File: src/rtl/br_hist_queue_if.sv
// -----------------------------------------------------------------------------
// br_hist_queue_pkg / br_hist_queue_if
//
// Purpose: resolution-state encoding shared with the direction predictor, and
// the dispatch / execute / predictor-side bundle of the branch history queue.
//
// Package:
//   br_state_e  BR_NONE / BR_PR_CORRECT / BR_PR_WRONG (BR_STATE_W bits)
//
// Interface signals (parameters BHR_W, DEPTH, TAG_W):
//   alloc_i, alloc_bhr_i, alloc_pred_i   dispatch presents a predicted branch
//   alloc_ready_o, alloc_tag_o           queue has room / tag of the accepted branch
//   resolve_i, resolve_tag_i,
//   resolve_taken_i                      execute reports a resolved branch
//   flush_i                              pipeline-wide flush
//   reslv_o, recrv_bhr_o, is_taken_o     resolution info to the predictor
//   squash_o                             mispredict recovery pulse to front end
//   count_o                              occupied entries
// Modports: master = dispatch/execute/predictor side, slave = the queue.
// -----------------------------------------------------------------------------
package br_hist_queue_pkg;
  localparam int BR_STATE_W = 2;

  typedef enum logic [BR_STATE_W-1:0] {
    BR_NONE       = 2'd0,
    BR_PR_CORRECT = 2'd1,
    BR_PR_WRONG   = 2'd2
  } br_state_e;
endpackage

interface br_hist_queue_if #(
  parameter int BHR_W = 8,
  parameter int DEPTH = 8,
  parameter int TAG_W = $clog2(DEPTH)
);
  import br_hist_queue_pkg::*;

  logic             alloc_i;
  logic [BHR_W-1:0] alloc_bhr_i;
  logic             alloc_pred_i;
  logic             alloc_ready_o;
  logic [TAG_W-1:0] alloc_tag_o;
  logic             resolve_i;
  logic [TAG_W-1:0] resolve_tag_i;
  logic             resolve_taken_i;
  logic             flush_i;
  br_state_e        reslv_o;
  logic [BHR_W-1:0] recrv_bhr_o;
  logic             is_taken_o;
  logic             squash_o;
  logic [TAG_W:0]   count_o;

  modport master (
    output alloc_i, alloc_bhr_i, alloc_pred_i,
    output resolve_i, resolve_tag_i, resolve_taken_i, flush_i,
    input  alloc_ready_o, alloc_tag_o,
    input  reslv_o, recrv_bhr_o, is_taken_o, squash_o, count_o
  );

  modport slave (
    input  alloc_i, alloc_bhr_i, alloc_pred_i,
    input  resolve_i, resolve_tag_i, resolve_taken_i, flush_i,
    output alloc_ready_o, alloc_tag_o,
    output reslv_o, recrv_bhr_o, is_taken_o, squash_o, count_o
  );
endinterface

File: src/rtl/br_hist_queue.sv
// -----------------------------------------------------------------------------
// br_hist_queue
//
// Purpose: in-order queue of in-flight conditional branches. Captures each
// predicted branch's history snapshot and direction at dispatch (tag = tail
// index), checks the actual direction at resolve, reports the outcome to the
// predictor one cycle later and squashes all younger branches on a mispredict.
// Resolved entries retire in order from the head, one per cycle.
//
// Ports:
//   clk  clock, all state on rising edge
//   rst  asynchronous reset, active low
//   bus  br_hist_queue_if.slave (allocation, resolve, flush, resolution outputs)
// -----------------------------------------------------------------------------
module br_hist_queue
  import br_hist_queue_pkg::*;
#(
  parameter int BHR_W = 8,
  parameter int DEPTH = 8,
  localparam int TAG_W = $clog2(DEPTH)
) (
  input logic           clk,
  input logic           rst,
  br_hist_queue_if.slave bus
);

  // Entry state
  logic [DEPTH-1:0] valid_reg,    valid_next;
  logic [DEPTH-1:0] resolved_reg, resolved_next;
  logic [DEPTH-1:0] pred_reg,     pred_next;
  logic [BHR_W-1:0] bhr_mem [DEPTH];

  // Pointers and occupancy
  logic [TAG_W-1:0] head_reg,  head_next;
  logic [TAG_W-1:0] tail_reg,  tail_next;
  logic [TAG_W:0]   count_reg, count_next;

  // Registered resolution outputs
  br_state_e        reslv_reg;
  logic [BHR_W-1:0] recrv_bhr_reg;
  logic             is_taken_reg;
  logic             squash_reg;

  // Per-cycle decisions
  logic [TAG_W-1:0] res_tag;
  logic [TAG_W-1:0] res_age;
  logic             res_eff;
  logic             mispredict;
  logic             retire;
  logic             alloc_ready;
  logic             alloc_ok;

  assign res_tag     = bus.resolve_tag_i;
  assign res_eff     = bus.resolve_i & valid_reg[res_tag] & ~resolved_reg[res_tag] & ~bus.flush_i;
  assign mispredict  = res_eff & (bus.resolve_taken_i != pred_reg[res_tag]);
  // Resolved state is read from the register, so a branch resolved this
  // cycle can only retire from the next cycle on.
  assign retire      = valid_reg[head_reg] & resolved_reg[head_reg] & ~bus.flush_i;
  assign alloc_ready = (count_reg != (TAG_W+1)'(DEPTH));
  assign alloc_ok    = bus.alloc_i & alloc_ready & ~bus.flush_i & ~mispredict;

  // Age relative to head; pointer arithmetic wraps because DEPTH is a power of two.
  assign res_age = res_tag - head_reg;

  // Per-entry next state
  generate
    for (genvar gi = 0; gi < DEPTH; gi++) begin : g_entry
      logic [TAG_W-1:0] age;
      logic             hit_alloc;
      logic             hit_retire;
      logic             hit_res;
      logic             kill;

      assign age        = TAG_W'(gi) - head_reg;
      assign hit_alloc  = alloc_ok & (tail_reg == TAG_W'(gi));
      assign hit_retire = retire & (head_reg == TAG_W'(gi));
      assign hit_res    = res_eff & (res_tag == TAG_W'(gi));
      // Everything strictly younger than the mispredicted branch goes away.
      assign kill       = mispredict & (age > res_age);

      assign valid_next[gi] = bus.flush_i        ? 1'b0 :
                              hit_alloc          ? 1'b1 :
                              (kill | hit_retire) ? 1'b0 :
                              valid_reg[gi];

      assign resolved_next[gi] = bus.flush_i        ? 1'b0 :
                                 hit_alloc          ? 1'b0 :
                                 (kill | hit_retire) ? 1'b0 :
                                 hit_res            ? 1'b1 :
                                 resolved_reg[gi];

      assign pred_next[gi] = hit_alloc ? bus.alloc_pred_i : pred_reg[gi];
    end
  endgenerate

  // Pointer / occupancy next state
  always_comb begin
    head_next  = head_reg;
    tail_next  = tail_reg;
    count_next = count_reg;
    if (bus.flush_i) begin
      head_next  = '0;
      tail_next  = '0;
      count_next = '0;
    end else begin
      if (retire) begin
        head_next = head_reg + TAG_W'(1);
      end
      if (mispredict) begin
        tail_next  = res_tag + TAG_W'(1);
        count_next = (TAG_W+1)'(res_age) + (TAG_W+1)'(1) - (TAG_W+1)'(retire);
      end else begin
        if (alloc_ok) begin
          tail_next = tail_reg + TAG_W'(1);
        end
        count_next = count_reg + (TAG_W+1)'(alloc_ok) - (TAG_W+1)'(retire);
      end
    end
  end

  always_ff @(posedge clk or negedge rst) begin
    if (!rst) begin
      valid_reg    <= '0;
      resolved_reg <= '0;
      pred_reg     <= '0;
      head_reg     <= '0;
      tail_reg     <= '0;
      count_reg    <= '0;
    end else begin
      valid_reg    <= valid_next;
      resolved_reg <= resolved_next;
      pred_reg     <= pred_next;
      head_reg     <= head_next;
      tail_reg     <= tail_next;
      count_reg    <= count_next;
    end
  end

  // Snapshot storage; contents are only meaningful while the entry is valid,
  // so it carries no reset.
  always_ff @(posedge clk) begin
    if (alloc_ok) begin
      bhr_mem[tail_reg] <= bus.alloc_bhr_i;
    end
  end

  // Resolution outputs: one-cycle pulse after an effective resolve, zero otherwise.
  always_ff @(posedge clk or negedge rst) begin
    if (!rst) begin
      reslv_reg     <= BR_NONE;
      recrv_bhr_reg <= '0;
      is_taken_reg  <= 1'b0;
      squash_reg    <= 1'b0;
    end else begin
      reslv_reg     <= res_eff ? (mispredict ? BR_PR_WRONG : BR_PR_CORRECT) : BR_NONE;
      recrv_bhr_reg <= res_eff ? bhr_mem[res_tag] : '0;
      is_taken_reg  <= res_eff & bus.resolve_taken_i;
      squash_reg    <= mispredict;
    end
  end

  assign bus.alloc_ready_o = alloc_ready;
  assign bus.alloc_tag_o   = tail_reg;
  assign bus.count_o       = count_reg;
  assign bus.reslv_o       = reslv_reg;
  assign bus.recrv_bhr_o   = recrv_bhr_reg;
  assign bus.is_taken_o    = is_taken_reg;
  assign bus.squash_o      = squash_reg;

endmodule

File: src/flat_wrapper.sv
// flat-port wrapper written by rule: the top's interface ports become plain ports
module br_hist_queue_flat import br_hist_queue_pkg::*;
#(
  parameter int BHR_W = 8,
  parameter int DEPTH = 8,
  localparam int TAG_W = $clog2(DEPTH)
)
  (clk, rst, bus_alloc_i, bus_alloc_bhr_i, bus_alloc_pred_i, bus_resolve_i, bus_resolve_tag_i, bus_resolve_taken_i, bus_flush_i, bus_alloc_ready_o, bus_alloc_tag_o, bus_reslv_o, bus_recrv_bhr_o, bus_is_taken_o, bus_squash_o, bus_count_o);
  br_hist_queue_if #(.BHR_W(BHR_W), .DEPTH(DEPTH)) bus_i ();
  input logic clk;
  input logic rst;
  input wire logic [$bits(bus_i.alloc_i)-1:0] bus_alloc_i;
  input wire logic [$bits(bus_i.alloc_bhr_i)-1:0] bus_alloc_bhr_i;
  input wire logic [$bits(bus_i.alloc_pred_i)-1:0] bus_alloc_pred_i;
  input wire logic [$bits(bus_i.resolve_i)-1:0] bus_resolve_i;
  input wire logic [$bits(bus_i.resolve_tag_i)-1:0] bus_resolve_tag_i;
  input wire logic [$bits(bus_i.resolve_taken_i)-1:0] bus_resolve_taken_i;
  input wire logic [$bits(bus_i.flush_i)-1:0] bus_flush_i;
  output wire logic [$bits(bus_i.alloc_ready_o)-1:0] bus_alloc_ready_o;
  output wire logic [$bits(bus_i.alloc_tag_o)-1:0] bus_alloc_tag_o;
  output wire logic [$bits(bus_i.reslv_o)-1:0] bus_reslv_o;
  output wire logic [$bits(bus_i.recrv_bhr_o)-1:0] bus_recrv_bhr_o;
  output wire logic [$bits(bus_i.is_taken_o)-1:0] bus_is_taken_o;
  output wire logic [$bits(bus_i.squash_o)-1:0] bus_squash_o;
  output wire logic [$bits(bus_i.count_o)-1:0] bus_count_o;
  assign bus_i.alloc_i = bus_alloc_i;
  assign bus_i.alloc_bhr_i = bus_alloc_bhr_i;
  assign bus_i.alloc_pred_i = bus_alloc_pred_i;
  assign bus_i.resolve_i = bus_resolve_i;
  assign bus_i.resolve_tag_i = bus_resolve_tag_i;
  assign bus_i.resolve_taken_i = bus_resolve_taken_i;
  assign bus_i.flush_i = bus_flush_i;
  assign bus_alloc_ready_o = bus_i.alloc_ready_o;
  assign bus_alloc_tag_o = bus_i.alloc_tag_o;
  assign bus_reslv_o = bus_i.reslv_o;
  assign bus_recrv_bhr_o = bus_i.recrv_bhr_o;
  assign bus_is_taken_o = bus_i.is_taken_o;
  assign bus_squash_o = bus_i.squash_o;
  assign bus_count_o = bus_i.count_o;
  br_hist_queue #(.BHR_W(BHR_W), .DEPTH(DEPTH)) u_core (.clk(clk), .rst(rst), .bus(bus_i));
endmodule
File: config.mk
export PLATFORM = sky130hd
export DESIGN_NAME = br_hist_queue_flat
export DESIGN_NICKNAME = d
export VERILOG_FILES = /design/src/rtl/br_hist_queue_if.sv /design/src/rtl/br_hist_queue.sv /design/src/flat_wrapper.sv
export SDC_FILE = /design/constraint.sdc
export NUM_CORES = 1
export LEC_CHECK = 0
export ABC_CLOCK_PERIOD_IN_PS = 4100
export CAP_MARGIN = 20
export CORE_UTILIZATION = 33
export CTS_CLUSTER_DIAMETER = 120
export DETAILED_ROUTE_END_ITERATION = 10
export DONT_BUFFER_PORTS = 1
export SYNTH_ARGS = -nofsm -noshare
export SYNTH_HDL_FRONTEND = slang
export SYNTH_SLANG_ARGS = --single-unit
File: constraint.sdc
create_clock -name clk -period 4.1 [get_ports clk]
set_clock_uncertainty 0.05 [all_clocks]
set_input_delay 0.82 -clock clk [delete_from_list [all_inputs] [get_ports clk]]
set_output_delay 0.82 -clock clk [all_outputs]
set_load 0.03 [all_outputs]
==> results.py, run 1 <==
metrics = {
    "run_status": {
        "status": "completed",
    },
    "layout": {
        "final_area_um2": 5872,
        "largest_register": "u_core.bhr_mem",
        "area_growth_pct": 9.932,
        "final_common_cell": "edfxtp_1",
        "diodes": 0,
        "largest_reg_flops": 64,
        "drive_gt1_frac": 0.1572,
        "num-fill-cells": 1518,
        "final_nets": 427,
        "layout_common_cells": "64 x edfxtp_1, 45 x dfrtp_1, 28 x inv_1",
    },
    "timing": {
        "setup_viol": 0,
        "layout_setup_ws_ns": 0.6754,
        "rsz0062_at_grt": "false",
        "hold_violations": 0,
        "worstMarginPinSlew_ns": 0.8558,
        "tns_ns": 0,
        "slew_violations": 0,
        "min_period_over_period": 0.8353,
        "max_freq_mhz": 292.0,
        "relSlewSlack": 0.4295,
        "min_period_ns": 3.425,
    },
    "drt": {
        "wirelength_um": 11490,
        "firstDrtPassIters": 4,
        "num_vias": 3067,
        "viasPerCell": 5.078,
        "final_antenna_net_count": 0,
        "first_iter_violations": 163,
        "wl_per_cell_um": 19.02,
        "drc_errors": 0,
    },
    "cts": {
        "numCtsBuffers": 9,
        "root_buffer": "clkbuf_16",
        "post_cts_resized": 0,
        "clk_pin_slew_ns": 0.08,
        "cts_tree": "yes",
        "post_cts_buffers": 0,
        "cts.path.max_buffers": 2,
        "clk_latency_ns": 0.34,
        "clock_sinks": 109,
        "cts_htree_levels": 3,
        "ctsHoldBuffers": 0,
    },
    "placed_design": {
        "hpwl_um": 7955,
        "pre_cts_slack_ns": 0.4773,
        "gp_congestion": 0.8151,
        "port_buffers": 0,
        "placed_cell_area_um2": 5568,
    },
    "setup_path": {
        "arrival_ns": 3.64,
        "timing.rr.end": "u_core.valid_reg[4]$_DFFE_PN0P_",
        "worst_setup_path_end_kind": "flip-flop",
        "cp_max_fo": 15,
        "crit_required_ns": 4.31,
        "reg2regPathDepth": 11,
        "start_kind": "flip-flop",
        "worstReg2RegStart": "u_core.head_reg[0]$_DFFE_PN0P_",
        "path_class": "reg -> reg",
        "r2r_slack_ns": 0.68,
    },
    "global_route": {
        "track_usage": 0.1526,
        "grt_max_degree": 46,
        "antenna_found_initial": 0,
        "grt-ovfl-total": 0,
        "grt_pass1_wl_um": 18830,
        "grt_pass1_vias": 3248,
    },
    "power_and_ir_drop": {
        "p_leak_nw": 2.227,
        "ir_drop_v": 0.0002771,
        "p_per_area_nw_per_um2": 421.2,
    },
    "floorplan": {
        "die_w_um": 129.2,
        "dieArea_um2": 16700,
        "fp.dieH_um": 129.2,
        "rows": 46,
        "start_util": 0.3375,
        "core_area_um2": 15830,
        "io_pins": 38,
    },
    "synthesis": {
        "ys_async_sr_fraction": 0.4128,
        "ys.flop_type": "edfxtp_1",
        "syn_area_um2": 5341,
        "ys_seq_area_frac": 0.5706,
        "synth.avg_cell_area_um2": 13.98,
        "yosysUniqueCellTypes": 50,
        "synth_edf_count": 64,
        "syn_inst": 382,
        "ys_ff_latch": 109,
        "yosys_warnings": 0,
        "synthesis.nets": 426,
    },
    "min_path": {
        "min_path_type": "in -> async",
    },
    "run": {
        "cap_violations": 0,
    },
}
Yosys cell counts (3+ instances only):
master / number / area, µm²
a221o_1: 3 / 30.03
buf_6: 4 / 45.04
xnor2_1: 6 / 52.55
and2_1: 3 / 18.77
nand2b_1: 3 / 18.77
nor2b_1: 13 / 81.33
edfxtp_1: 64 / 1922
nor4b_4: 3 / 71.32
mux2_2: 5 / 56.30
buf_2: 5 / 25.02
a21oi_1: 15 / 75.07
o21ai_0: 12 / 60.06
mux2_1: 6 / 67.56
o21bai_1: 9 / 67.56
inv_1: 28 / 105.1
nand2_1: 13 / 48.80
a31oi_1: 5 / 31.28
nor3_1: 9 / 45.04
nor4_4: 3 / 63.81
mux2i_1: 14 / 140.1
nand3_1: 9 / 45.04
ha_1: 24 / 300.3
dfrtp_1: 45 / 1126
maj3_1: 5 / 50.05
clkbuf_1: 7 / 26.28
mux4_2: 19 / 427.9
nor2_1: 22 / 82.58
area by class of cell:
cell class                 count  area (µm²)  share of cell area
timing repair buffer           9       67.56             0.01151
inverter                      30       112.6             0.01918
sequential                   109        3048              0.5191
clock buffer                  10       229.0             0.03899
multi-input combinational    224        2069              0.3524
clock inverter                 6       75.07             0.01279
tap                          216       270.3             0.04603
where the power goes:
part           switching, mW  total, mW  internal (mW)
combinational          0.138      0.269          0.131
clock                  0.407      0.893          0.487
sequential            0.0807       1.31           1.23
total                  0.626       2.47           1.85
cells by family (layout without fill, tap and decap cells):
group	after synthesis	count (layout)	synth area share
multiplexers	45	45	0.1323
AO/OA/AOI/OAI	56	56	0.06723
AND/OR/NAND/NOR	84	84	0.1003
flip-flops	109	109	0.5706
XOR/XNOR	8	8	0.01452
adder cells (fa/ha/maj)	31	31	0.07309
buffers and inverters	49	55	0.04193
per-layer routing:
metal,global-route usage,vias up,share of wire
met5,0,-,0
met1,0.2065,1590,0.46
met4,0.03875,0,0.012
li1,-,1407,-
met3,0.03551,10,0.043
met2,0.2470,60,0.48
metrics by stage:
stage | util | hold slack [ns] | std cells | power [mW]
final | 0.3710 | 0.1124 | 604 | 2.473
after global routing | 0.3710 | 0.09482 | 604 | 2.575
after CTS | 0.3710 | 0.1021 | 604 | 2.503
after detailed placement | 0.3518 | 0.4292 | 588 | 1.607
after global placement | 0.3518 | 0.4294 | 588 | 1.601
after floorplan | - | 0.4074 | 382 | 1.549
how the worst max path moves through the flow:
stage,cells after the start,start,to
after floorplan,15,bus_resolve_tag_i[2],u_core.bus.count_o[3]$_DFF_PN0_
after CTS,11,u_core.head_reg[0]$_DFFE_PN0P_,u_core.valid_reg[4]$_DFFE_PN0P_
after detailed placement,12,bus_resolve_tag_i[1],u_core.bus.count_o[3]$_DFF_PN0_
after global routing,11,u_core.head_reg[0]$_DFFE_PN0P_,u_core.valid_reg[4]$_DFFE_PN0P_
after global placement,12,bus_resolve_tag_i[0],u_core.valid_reg[4]$_DFFE_PN0P_
final,11,u_core.head_reg[0]$_DFFE_PN0P_,u_core.valid_reg[4]$_DFFE_PN0P_
critical path, cell delays in order (launching register included):
cell and delay, ns:
dfrtp_1 0.66, ha_1 0.29, inv_1 0.06, fa_1 0.44, xnor2_2 0.22, xnor2_1 0.53
inv_2 0.11, ha_1 0.32, a21oi_1 0.13, a21oi_1 0.05, a221o_1 0.32, o21bai_1 0.15
Note: power is estimated with default switching activity, not from simulation.
==> run 2: changes to the inputs <==
--- a/config.mk
+++ b/config.mk
@@ -5,7 +5,7 @@
 export SDC_FILE = /design/constraint.sdc
 export NUM_CORES = 1
 export LEC_CHECK = 0
-export ABC_CLOCK_PERIOD_IN_PS = 4100
+export ABC_CLOCK_PERIOD_IN_PS = 3100
 export CAP_MARGIN = 20
 export CORE_UTILIZATION = 33
 export CTS_CLUSTER_DIAMETER = 120
==> constraint.sdc (replaced) <==
create_clock -name clk -period 3.1 [get_ports clk]
set_clock_uncertainty 0.05 [all_clocks]
set_input_delay 0.62 -clock clk [delete_from_list [all_inputs] [get_ports clk]]
set_output_delay 0.62 -clock clk [all_outputs]
set_load 0.03 [all_outputs]
==> run 2 against run 1 <==
Compared with the run above:
- clock-buffer cell count down 1
- design area up 3.8%
- non-clock buffer count up 18
- die area unchanged
- highest routed layer unchanged
==> results.py, run 2 (same netlist as run 1, synthesis figures left out) <==
metrics = {
    "layout": {
        "final_nets": 445,
        "diodes": 0,
        "final_area_um2": 6092,
        "area_growth_pct": 14.05,
        "instances_no_fill": 622,
        "largest_reg_flops": 64,
        "largest_register": "u_core.bhr_mem",
        "drive_gt1_frac": 0.1970,
        "final_common_cell": "edfxtp_1",
        "layout_common_cells": "64 x edfxtp_1, 45 x dfrtp_1, 28 x inv_1",
    },
    "run_status": {
        "status": "completed",
    },
    "drt": {
        "first_iter_violations": 221,
        "num_vias": 3115,
        "drc_errors": 0,
        "final_antenna_net_count": 0,
        "wirelength_um": 11710,
        "wl_per_cell_um": 18.82,
        "viasPerCell": 5.008,
        "firstDrtPassIters": 4,
    },
    "floorplan": {
        "rows": 46,
        "fp.dieH_um": 129.2,
        "io_pins": 38,
        "dieArea_um2": 16700,
        "die_w_um": 129.2,
        "start_util": 0.3375,
        "core_area_um2": 15830,
    },
    "power_and_ir_drop": {
        "p_per_area_nw_per_um2": 535.4,
        "p_leak_nw": 2.336,
        "ir_drop_v": 0.0003688,
    },
    "timing": {
        "setup_viol": 0,
        "hold_violations": 0,
        "worstMarginPinSlew_ns": 0.7779,
        "rsz0062_at_grt": "false",
        "max_freq_mhz": 341.8,
        "tns_ns": 0,
        "slew_violations": 0,
        "min_period_ns": 2.926,
        "min_period_over_period": 0.9439,
        "relSlewSlack": 0.4814,
    },
    "run": {
        "cap_violations": 0,
    },
    "global_route": {
        "grt-ovfl-total": 0,
        "antenna_found_initial": 0,
        "grt_pass1_wl_um": 18700,
        "track_usage": 0.1535,
        "grt_pass1_vias": 3340,
        "grt_max_degree": 46,
    },
    "cts": {
        "clk_latency_ns": 0.36,
        "numCtsBuffers": 9,
        "cts_htree_levels": 3,
        "post_cts_buffers": 0,
        "cts_tree": "yes",
        "clk_pin_slew_ns": 0.08,
        "clock_sinks": 109,
        "root_buffer": "clkbuf_16",
        "cts.path.max_buffers": 2,
    },
    "setup_path": {
        "path_class": "reg -> reg",
        "cp_max_fo": 12,
        "start_kind": "flip-flop",
        "reg2regPathDepth": 14,
        "arrival_ns": 3.17,
        "crit_required_ns": 3.34,
        "worst_setup_path_end_kind": "flip-flop",
    },
    "placed_design": {
        "gp_congestion": 0.8468,
        "placed_cell_area_um2": 5771,
        "port_buffers": 0,
        "dp_cells": 605,
        "hpwl_um": 7852,
    },
    "min_path": {
        "min_path_type": "in -> async",
    },
}
-- run 2: power breakdown --
group / internal, mW / switching [mW]
Sequential: 1.63 / 0.0999
Clock: 0.571 / 0.572
Combinational: 0.197 / 0.196
-- run 2: critical path, stage by stage (launching register included) --
cell and delay, ns:
dfrtp_1 0.38, buf_4 0.19, nand3_1 0.09, o21ai_0 0.11, mux4_2 0.52, nand2_1 0.14
inv_1 0.07, ha_1 0.27, inv_1 0.04, ha_1 0.22, a21o_1 0.18, a21oi_1 0.17
xor2_1 0.09, mux2_2 0.27, nor2_1 0.08
-- run 2: timing repair --
item,in CTS,in global routing
hold endpoints to repair,45,0
endpoints found under the setup margin,0,1
gates resized for setup,0,1
hold buffers,1,0
-- run 2: path summary, 6_finish.rpt --
kind,start,slack (ns),endpoint
max reg2reg,u_core.head_reg[0]$_DFFE_PN0P_,0.17,u_core.bus.count_o[3]$_DFF_PN0_
max in group asynchronous,rst,2.72,u_core.bus.reslv_o[1]$_DFF_PN0_
min in group clk,bus_flush_i,0.27,u_core.bus.count_o[3]$_DFF_PN0_
min,rst,0.06,u_core.bus.recrv_bhr_o[1]$_DFF_PN0_
min reg2reg,u_core.pred_reg[1]$_DFFE_PN0P_,0.44,u_core.pred_reg[1]$_DFFE_PN0P_
max,u_core.head_reg[0]$_DFFE_PN0P_,0.17,u_core.bus.count_o[3]$_DFF_PN0_
-- run 2: metrics by stage --
step / utilization / power (mW) / hold slack, ns / setup slack [ns]
after floorplan: - / 2.049 / 0.2744 / 0.003505
after global placement: 0.3646 / 2.124 / 0.2757 / 0.09950
after detailed placement: 0.3646 / 2.140 / 0.2754 / 0.05188
after CTS: 0.3849 / 3.296 / 0.06372 / 0.1467
after global routing: 0.3849 / 3.405 / 0.06140 / 0.03071
final: 0.3849 / 3.262 / 0.05850 / 0.1740
-- run 2: layout make-up --
cell class	instances	area, µm²
multi-input combinational	224	2069
tap	216	270.3
timing repair buffer	27	297.8
clock buffer	9	225.2
sequential	109	3048
clock inverter	7	68.82
inverter	30	112.6
fill	1505	9736
-- run 2: metal layers --
layer  global-route usage  vias to the layer above  routed length [µm]
met5                    0                        -                   0
met4              0.03045                        0                  68
met3              0.04294                       10                 551
met2               0.2777                       74                6057
met1               0.1817                     1587                5032
li1                     -                     1444                   -
==> run 3: changes to the inputs <==
--- a/config.mk
+++ b/config.mk
@@ -7,6 +7,7 @@
 export LEC_CHECK = 0
 export ABC_CLOCK_PERIOD_IN_PS = 3100
 export CAP_MARGIN = 20
+export CORE_MARGIN = 2
 export CORE_UTILIZATION = 33
 export CTS_CLUSTER_DIAMETER = 120
 export DETAILED_ROUTE_END_ITERATION = 10
==> run 3 against run 2 <==
Compared with the run above:
- die area rose by 3.1%
- critical endpoint unchanged
- non-clock buffer count is 1 higher
- register-to-register slack better by 0.04 ns
- highest routed layer unchanged
- largest power group unchanged
- combinational power rose by 3%
==> results.py, run 3 (same netlist as run 1, synthesis figures left out) <==
metrics = {
    "run_status": {
        "status": "completed",
    },
    "cts": {
        "numCtsBuffers": 9,
        "cts.path.max_buffers": 2,
        "cts_tree": "yes",
        "root_buffer": "clkbuf_16",
        "clk_latency_ns": 0.35,
        "cts_htree_levels": 3,
        "clock_sinks": 109,
        "clk_pin_slew_ns": 0.08,
    },
    "timing": {
        "max_freq_mhz": 346.4,
        "hold_violations": 0,
        "tns_ns": 0,
        "layout_setup_ws_ns": 0.2134,
        "min_period_ns": 2.887,
        "relSlewSlack": 0.4678,
        "slew_violations": 0,
        "rsz0062_at_grt": "false",
        "min_period_over_period": 0.9312,
        "worstMarginPinSlew_ns": 0.7983,
        "setup_viol": 0,
    },
    "drt": {
        "drc_errors": 0,
        "first_iter_violations": 215,
        "num_vias": 3103,
        "wl_per_cell_um": 18.49,
        "final_antenna_net_count": 0,
        "viasPerCell": 4.981,
        "firstDrtPassIters": 4,
        "wirelength_um": 11520,
    },
    "min_path": {
        "min_path_type": "in -> async",
    },
    "placed_design": {
        "gp_congestion": 0.8274,
        "dp_cells": 604,
        "pre_cts_slack_ns": 0.01403,
        "hpwl_um": 7865,
        "port_buffers": 0,
        "placed_cell_area_um2": 5751,
    },
    "run": {
        "cap_violations": 0,
    },
    "setup_path": {
        "crit_required_ns": 3.34,
        "start_kind": "flip-flop",
        "r2r_slack_ns": 0.21,
        "cp_cell_sequence": "buf_4 > nand3_1 > o21ai_0 > mux4_2 > nand2_2 > inv_1 > ha_1 > inv_1 > ha_1 > a21o_1 > a21oi_2 > xor2_1 > mux2_2 > nor2_1",
        "worstReg2RegStart": "u_core.head_reg[0]$_DFFE_PN0P_",
        "timing.rr.end": "u_core.bus.count_o[3]$_DFF_PN0_",
        "path_class": "reg -> reg",
        "critPathMaxStageDelay_ns": 0.54,
        "arrival_ns": 3.13,
        "critical-path-slowest-cell": "mux4_2",
        "cp_max_fo": 11,
        "worst_setup_path_end_kind": "flip-flop",
        "reg2regPathDepth": 14,
    },
    "floorplan": {
        "core_area_um2": 15830,
        "start_util": 0.3375,
        "dieArea_um2": 17220,
        "rows": 46,
        "fp.dieH_um": 131.2,
        "io_pins": 38,
        "die_w_um": 131.2,
    },
    "layout": {
        "final_area_um2": 6092,
        "final_nets": 446,
        "final_common_cell": "edfxtp_1",
        "area_growth_pct": 14.05,
        "diodes": 0,
        "layout_common_cells": "64 x edfxtp_1, 45 x dfrtp_1, 28 x inv_1",
        "largest_reg_flops": 64,
        "largest_register": "u_core.bhr_mem",
        "drive_gt1_frac": 0.2039,
        "instances_no_fill": 623,
    },
    "global_route": {
        "grt-ovfl-total": 0,
        "antenna_found_initial": 0,
        "track_usage": 0.1413,
        "grt_max_degree": 46,
        "grt_pass1_vias": 3291,
        "grt_pass1_wl_um": 18730,
    },
    "power_and_ir_drop": {
        "p_leak_nw": 2.340,
        "total_power_mw": 3.272,
        "p_per_area_nw_per_um2": 537.1,
        "ir_drop_v": 0.0002970,
    },
}
## run 3: critical path, delay by kind of cell (launching register included)
family	cells	cell delay (ns)
and+or+nand+nor	3	0.26
xor gates and xnor gates	1	0.08
adders and majority gates	2	0.48
DFF	1	0.40
muxes	2	0.80
buffers and inverters	3	0.27
AOI/OAI and AO/OA	3	0.48
## run 3: routing by layer
layer	wire [µm]	vias up	GRT usage	share of wire
li1	-	1444	-	-
met1	5215	1582	0.1830	0.45
met3	614	11	0.04398	0.053
met2	5532	66	0.2307	0.48
met4	159	0	0.03744	0.014
met5	0	-	0	0
## run 3: area by class of cell
type | instances | area [µm²]
Clock inverter | 6 | 53.80
Tap cell | 216 | 270.3
Multi-Input combinational cell | 224 | 2076
Timing Repair Buffer | 28 | 292.8
Clock buffer | 10 | 239.0
Fill cell | 1477 | 9736
Sequential cell | 109 | 3048
Inverter | 30 | 112.6
## run 3: worst max-delay path by stage
stage,startpoint,endpoint,slack (ns),cells past startpoint
2_1_floorplan,u_core.bus.count_o[2]$_DFF_PN0_,u_core.pred_reg[6]$_DFFE_PN0P_,0.004,6
3_3_place_gp,bus_resolve_tag_i[0],u_core.valid_reg[5]$_DFFE_PN0P_,0.10,12
3_5_place_dp,bus_resolve_tag_i[0],u_core.resolved_reg[0]$_DFFE_PN0P_,0.01,11
4_1_cts,u_core.head_reg[0]$_DFFE_PN0P_,u_core.bus.count_o[3]$_DFF_PN0_,0.14,14
5_1_grt,u_core.head_reg[0]$_DFFE_PN0P_,u_core.bus.count_o[3]$_DFF_PN0_,0.01,14
6_report,u_core.head_reg[0]$_DFFE_PN0P_,u_core.bus.count_o[3]$_DFF_PN0_,0.21,14
## run 3: metrics by stage
stage / utilization / hold WS (ns)
after floorplan: - / 0.2744
after global routing: 0.3849 / 0.05851
final: 0.3849 / 0.05743
after global placement: 0.3633 / 0.2755
after CTS: 0.3836 / 0.05802
after detailed placement: 0.3633 / 0.2756
## run 3: what timing repair did
item | in CTS | in global routing
hold buffers | 1 | 0
buffers inserted | 0 | 2
endpoints found under the hold margin | 45 | 0
resized for setup | 0 | 2
endpoints found under the setup margin | 0 | 1
## run 3: power breakdown
part	total, mW	internal [mW]	switching, mW
clock	1.14	0.584	0.556
sequential	1.73	1.63	0.102
combinational	0.405	0.202	0.203
==> variant 1 (flow settings as in run 3) <==
`DEPTH` is set to 8 in 3 places; all go to 4.
--- a/src/rtl/br_hist_queue_if.sv
+++ b/src/rtl/br_hist_queue_if.sv
@@ -30,7 +30,7 @@
 
 interface br_hist_queue_if #(
   parameter int BHR_W = 8,
-  parameter int DEPTH = 8,
+  parameter int DEPTH = 4,
   parameter int TAG_W = $clog2(DEPTH)
 );
   import br_hist_queue_pkg::*;
--- a/src/rtl/br_hist_queue.sv
+++ b/src/rtl/br_hist_queue.sv
@@ -16,7 +16,7 @@
   import br_hist_queue_pkg::*;
 #(
   parameter int BHR_W = 8,
-  parameter int DEPTH = 8,
+  parameter int DEPTH = 4,
   localparam int TAG_W = $clog2(DEPTH)
 ) (
   input logic           clk,
--- a/src/flat_wrapper.sv
+++ b/src/flat_wrapper.sv
@@ -2,7 +2,7 @@
 module br_hist_queue_flat import br_hist_queue_pkg::*;
 #(
   parameter int BHR_W = 8,
-  parameter int DEPTH = 8,
+  parameter int DEPTH = 4,
   localparam int TAG_W = $clog2(DEPTH)
 )
   (clk, rst, bus_alloc_i, bus_alloc_bhr_i, bus_alloc_pred_i, bus_resolve_i, bus_resolve_tag_i, bus_resolve_taken_i, bus_flush_i, bus_alloc_ready_o, bus_alloc_tag_o, bus_reslv_o, bus_recrv_bhr_o, bus_is_taken_o, bus_squash_o, bus_count_o);
Interface: changed (resized bus_alloc_tag_o, bus_count_o and bus_resolve_tag_i); port bits go from 38 to 35. The function was not compared with the original's and may differ.
==> variant 1 against run 3 <==
Combinational power decreased by 40%; sequential power shrank 43%; synthesized area decreased by 44%; global-route usage decreased by 1.0 points; total power is 37% lower; fmax rose by 5.7%; highest routed layer unchanged; die area decreased by 43%; final area is 43% lower; sequential cell count down 47; synthesized cell count down 45%; critical endpoint is now u_core.bus.count_o[2]; routed wire length fell by 48%; setup slack gained 0.16 ns; cell count is 46% lower; via count down 45%.
==> variant 1: results (changes against run 3) <==
- status: finished clean, unchanged
- die width: 99.3 um, was 131 um
- share of post-route cells with drive strength above 1: 0.253, was 0.204
- cell at the slowest stage of the critical path: dfrtp_1, was mux4_2
- Synth cell types: 46, was 50
- count of flip-flops with a built-in enable after synthesis: 32, was 64
- number of inverters outside the clock class in the layout: 18, was 30
- biggest cell delay along the critical path: 0.50 ns, was 0.54 ns
- power per standard cell area: 592 mW/mm2, was 537 mW/mm2
- proportion of synthesized flip-flops having asynchronous set or reset: 0.484, was 0.413
- Plain + repair buffers: 13, was 28
- worst-path fanout max: 8, was 11
- fraction of cell area in non-clock buffers: 0.0354, was 0.0481
- number of nets in the finished design: 257, was 446
- Total Routing Usage GR: 0.131, was 0.141
- worst IR drop on VDD: 0.202 mV, was 0.297 mV
- share of the final layout cell area in multi-input gates: 0.346, was 0.341
- top cell family by delay on the critical path: adder cells, was multiplexers
- placed inst area: 0.00321 mm2, was 0.00575 mm2
- first-iteration detailed-routing DRC count: 63, was 215
- Arrival @ worst endpoint: 2.95 ns, was 3.13 ns
- register bit count reported by yosys: 62, was 109
- count of filler cells inserted in the layout: 841, was 1477
- number of flip-flops under the largest register name: 32, was 64
- clock tree root buffer cell: clkbuf_8, was clkbuf_16
- Via Count: 1712, was 3103
- number of warnings reported in the yosys synthesis log: 0, unchanged
- Net Count, Synth: 242, was 426
- largest net degree at the start of global routing: 31, was 46
- most numerous cell types in the synthesized netlist: 32 x edfxtp_1, 30 x dfrtp_1, 18 x inv_1, 13 x ha_1, 11 x nor2b_1, was 64 x edfxtp_1, 45 x dfrtp_1, 28 x inv_1, 24 x ha_1, 22 x nor2_1
- Worst Tran Pin Value: 0.573 ns, was 0.798 ns
- number of cell rows: 34, was 46
- Critical Path Source Type: flip-flop, unchanged
- proportion of cell area spent on the clock network: 0.0655, was 0.0481
- total number of multi-input combinational cells: 120, was 224
- leading cell types by total area after synthesis: edfxtp_1 32%, dfrtp_1 25%, mux4_2 6.8%, was edfxtp_1 36%, dfrtp_1 21%, mux4_2 8.0%
- Post-Route WL: 5.95 mm, was 11.5 mm
- placer's final routability congestion estimate: 0.818, was 0.827
- sequential share of cell area: 0.495, was 0.500
- endpoint of the worst-slack reg-to-reg timing path: u_core.bus.count_o[2], was u_core.bus.count_o[3]
- Leak Pwr: 0.00130 uW, was 0.00234 uW
- first-pass GRT wire length: 9.72 mm, was 18.7 mm
- half-perimeter wire length after detailed placement: 4.08 mm, was 7.86 mm
- vias in the first global route: 1780, was 3291
- sequential element share of the synthesized area: 0.571, about the same
- slack of the worst reg-to-reg path: 0.37 ns, was 0.21 ns
- Layout clock buffers: 9, was 10
-- variant 1: changes by cell type in the layout (fill, tap and decap cells not counted), sizes merged, moves of 10 or more --
cell / run 3 / this run
mux2i: 14 / 3
edfxtp: 64 / 32
o21ai: 13 / 3
inv: 33 / 22
dfrtp: 45 / 30
buf: 28 / 13
mux4: 19 / 9
ha: 24 / 13
nor2: 22 / 6
-- variant 1: metal layers --
metal  part of all wire  wire (um)  vias to the layer above  track usage
li1                   -          -                      800            -
met1               0.46       2740                      862        0.172
met2               0.46       2750                       42        0.197
met3              0.065        388                        8       0.0478
met4              0.012         73                        0       0.0558
met5                  0          0                        -            0
-- variant 1: cell families (layout without fill, tap and decap cells) --
kind of cell             after synthesis  after routing  synth area share
XOR/XNOR                               7              7            0.0229
multiplexers                          17             17             0.100
AO/OA/AOI/OAI                         37             37            0.0918
AND/OR/NAND/NOR                       43             43             0.102
buffers and inverters                 27             47            0.0384
adder cells (fa/ha/maj)               16             16            0.0743
flip-flops                            62             62             0.571
-- variant 1: per-stage QoR --
stage | setup WS (ns) | total power [uW] | hold slack (ns) | instances
4_1_cts | 0.342 | 2070 | 0.0377 | 337
6_report | 0.370 | 2050 | 0.0441 | 337
3_3_place_gp | 0.235 | 1240 | 0.275 | 320
3_5_place_dp | 0.257 | 1240 | 0.276 | 320
2_1_floorplan | -0.0250 | 1200 | 0.274 | 209
5_1_grt | 0.139 | 2140 | 0.0376 | 337
-- variant 1: power breakdown --
part           leakage, uW  internal (uW)  switching, uW
logic             0.000490            136            109
clock network     0.000111            464            350
registers         0.000699            926           62.5
total              0.00130           1530            521
==> variant 2 (config.mk and constraints of run 3) <==
Made on the original files. Reset style: synchronous (`rst`), changed in 2 clocked blocks. Comments in the files are not updated.
--- a/src/rtl/br_hist_queue.sv
+++ b/src/rtl/br_hist_queue.sv
@@ -118,7 +118,7 @@
     end
   end
 
-  always_ff @(posedge clk or negedge rst) begin
+  always_ff @(posedge clk) begin
     if (!rst) begin
       valid_reg    <= '0;
       resolved_reg <= '0;
@@ -145,7 +145,7 @@
   end
 
   // Resolution outputs: one-cycle pulse after an effective resolve, zero otherwise.
-  always_ff @(posedge clk or negedge rst) begin
+  always_ff @(posedge clk) begin
     if (!rst) begin
       reslv_reg     <= BR_NONE;
       recrv_bhr_reg <= '0;
Check against the original RTL: differs if rst is asserted again (counterexample within 4 cycles, from zero or initial values and one cycle with rst low); with rst held inactive, the same outputs for 4 cycles.
==> variant 2 against run 3 <==
Cell count rose by 7.4%; largest cell class unchanged; routed wire length increased by 7.1%; highest routed layer unchanged; final area shrank 1.4%; setup slack lost 0.066 ns; sequential cell count rose by 1; synthesized area fell by 2.9%; core utilization up 0.88 points.
Power is not compared: it rests on default switching activity, and its combinational part moved more than twofold at a synthesized area within 25%.
==> variant 2: results (changes against run 3) <==
- sequential element share of the synthesized area: 0.548, was 0.571
- placer's final routability congestion estimate: 0.924, was 0.827
- Synth cell types: 61, was 50
- proportion of synthesized flip-flops having asynchronous set or reset: 0, was 0.413
- Largest Register: u_core.bhr_mem, unchanged
- clock slew seen by the registers of the worst setup and hold paths: 0.08 ns, about the same
- number of inserted diodes: 0, unchanged
- number of warnings reported in the yosys synthesis log: 0, unchanged
- most numerous cell types in the synthesized netlist: 64 x edfxtp_1, 47 x nand2_1, 46 x dfxtp_1, 32 x a21oi_1, 29 x inv_1, was 64 x edfxtp_1, 45 x dfrtp_1, 28 x inv_1, 24 x ha_1, 22 x nor2_1
- status: finished clean, unchanged
- first-pass GRT wire length: 19.3 mm, was 18.7 mm
- Arrival @ worst endpoint: 3.12 ns, was 3.13 ns
- worst-path fanout max: 8, was 11
- Leak Pwr: 0.00209 uW
- vias in the first global route: 3515, was 3291
- non-filler cells, final: 669, was 623
- predominant post-synthesis flop cell: edfxtp_1, unchanged
- Total Routing Usage GR: 0.155, was 0.141
- hold crit path type: input port to flip-flop, was input port to asynchronous set/reset pin
- leading cell types by total area after synthesis: edfxtp_1 37%, dfxtp_1 18%, mux4_2 8.2%, was edfxtp_1 36%, dfrtp_1 21%, mux4_2 8.0%
- half-perimeter wire length after detailed placement: 8.57 mm, was 7.86 mm
- slack of the worst reg-to-reg path: 0.15 ns, was 0.21 ns
- floorplan core area: 0.0153 mm2, was 0.0158 mm2
- highest achievable clock rate: 339 MHz, was 346 MHz
- largest net degree at the start of global routing: 24, was 46
- number of nets in the finished design: 498, was 446
- clock network latency to the later pin of the worst-skew pair: 0.35 ns, about the same
- minimum setup slack after placement: -0.100 ns, was 0.0140 ns
- worst IR drop on VDD: 0.222 mV
- Worst Tran Pin Value: 1.11 ns, was 0.798 ns
- share of post-route cells with drive strength above 1: 0.207, was 0.204
- total CTS buffers: 9, unchanged
- number of levels the H-tree was split into: 3, unchanged
- count of buffers from port buffering: 0, unchanged
- first-iteration detailed-routing DRC count: 300, was 215
- via density per instance: 5.17, was 4.98
- placed cell count: 651, was 604
- first-pass iteration count of the detailed router: 5, was 4
- number of buffers between clock root and the deepest sink: 2, unchanged
- antenna violations before repair: 0, unchanged
- Net Count, Synth: 471, was 426
- WL per Instance: 18.4 um, was 18.5 um
- number of flip-flops under the largest register name: 64, unchanged
- Detail Route Antenna Nets: 0, unchanged
- Hold WS: 0.305 ns, was 0.0574 ns
- count of flip-flops with a built-in enable after synthesis: 64, unchanged
- Mapped Cells: 426, was 382
- Final Hold Viols: 0, unchanged
- clock tree root buffer cell: clkbuf_16, unchanged
## variant 2: cell types whose count changed in the layout (fill, tap and decap cells not counted), moves of 6 or more
| cell | before | now |
|---|---|---|
| o21ai_1 | 0 | 6 |
| nand2_1 | 12 | 47 |
| dfxtp_1 | 0 | 44 |
| o21ai_0 | 12 | 5 |
| buf_4 | 22 | 31 |
| a21oi_1 | 14 | 32 |
| dfrtp_1 | 45 | 0 |
| o21bai_1 | 9 | 0 |
| mux2_1 | 6 | 0 |
| nor2b_1 | 13 | 7 |
## variant 2: worst max-delay path: stages, from the launching register on
cell and delay [ns]:
dfxtp_4 0.43, ha_4 0.15, inv_2 0.04, fa_1 0.47, xor2_2 0.20, xnor2_2 0.31
inv_2 0.12, ha_1 0.32, o21a_1 0.12, nor2_1 0.04, a311oi_1 0.40, o32ai_1 0.16
## variant 2: worst paths after layout
kind / startpoint / endpoint / cells past startpoint
worst max register to register: u_core.head_reg[0] / u_core.valid_reg[5] / 11
worst max-delay path: u_core.head_reg[0] / u_core.valid_reg[5] / 11
worst min-delay path: bus_alloc_bhr_i[6] / u_core.bhr_mem[0][6] / 0
worst min register to register: u_core.pred_reg[7] / u_core.pred_reg[7] / 2
## variant 2: through the flow
step	TNS (ns)	cell area (um2)
after floorplan	-0.0382	5290
after global placement	-0.303	5660
after detailed placement	-0.304	5680
after CTS	0	5980
after global routing	0	6010
final	0	6010
## variant 2: repair_timing
item | 4_1_cts | 5_1_grt
pin swaps | 0 | 1
resized for setup | 1 | 3
buffers inserted | 0 | 1
setup endpoints to repair | 2 | 3
## variant 2: power by group
part           switching (uW)  total, uW  internal (uW)  leakage, uW
registers                5.98       1560           1550     0.000950
logic                    71.8        140           68.6     0.000996
clock network             584       1150            570     0.000140
total                     661       2850           2190      0.00209
## variant 2: cell families (layout without fill, tap and decap cells)
logic type,Yosys count,in the layout,share of synthesized area
DFF,110,110,0.548
AOI/OAI and AO/OA,75,75,0.0890
and+or+nand+nor,122,122,0.125
xor gates and xnor gates,11,11,0.0222
adders and majority gates,29,29,0.0719
muxes,31,31,0.106
buffers and inverters,48,80,0.0379
## variant 2: layout make-up
class                           count  area [um2]
Clock inverter                      7        76.3
Fill cell                        1432        9250
Multi-Input combinational cell    268        2220
Tap cell                          211         264
Inverter                           31         116
Timing Repair Buffer               33         255
Clock buffer                        9         225
Sequential cell                   110        2850
## variant 2: per-layer routing
| layer | wire length, um | global-route usage |
|---|---|---|
| met1 | 5440 | 0.203 |
| met5 | 0 | 0 |
| met3 | 833 | 0.0417 |
| met2 | 5840 | 0.250 |
| met4 | 230 | 0.0550 |
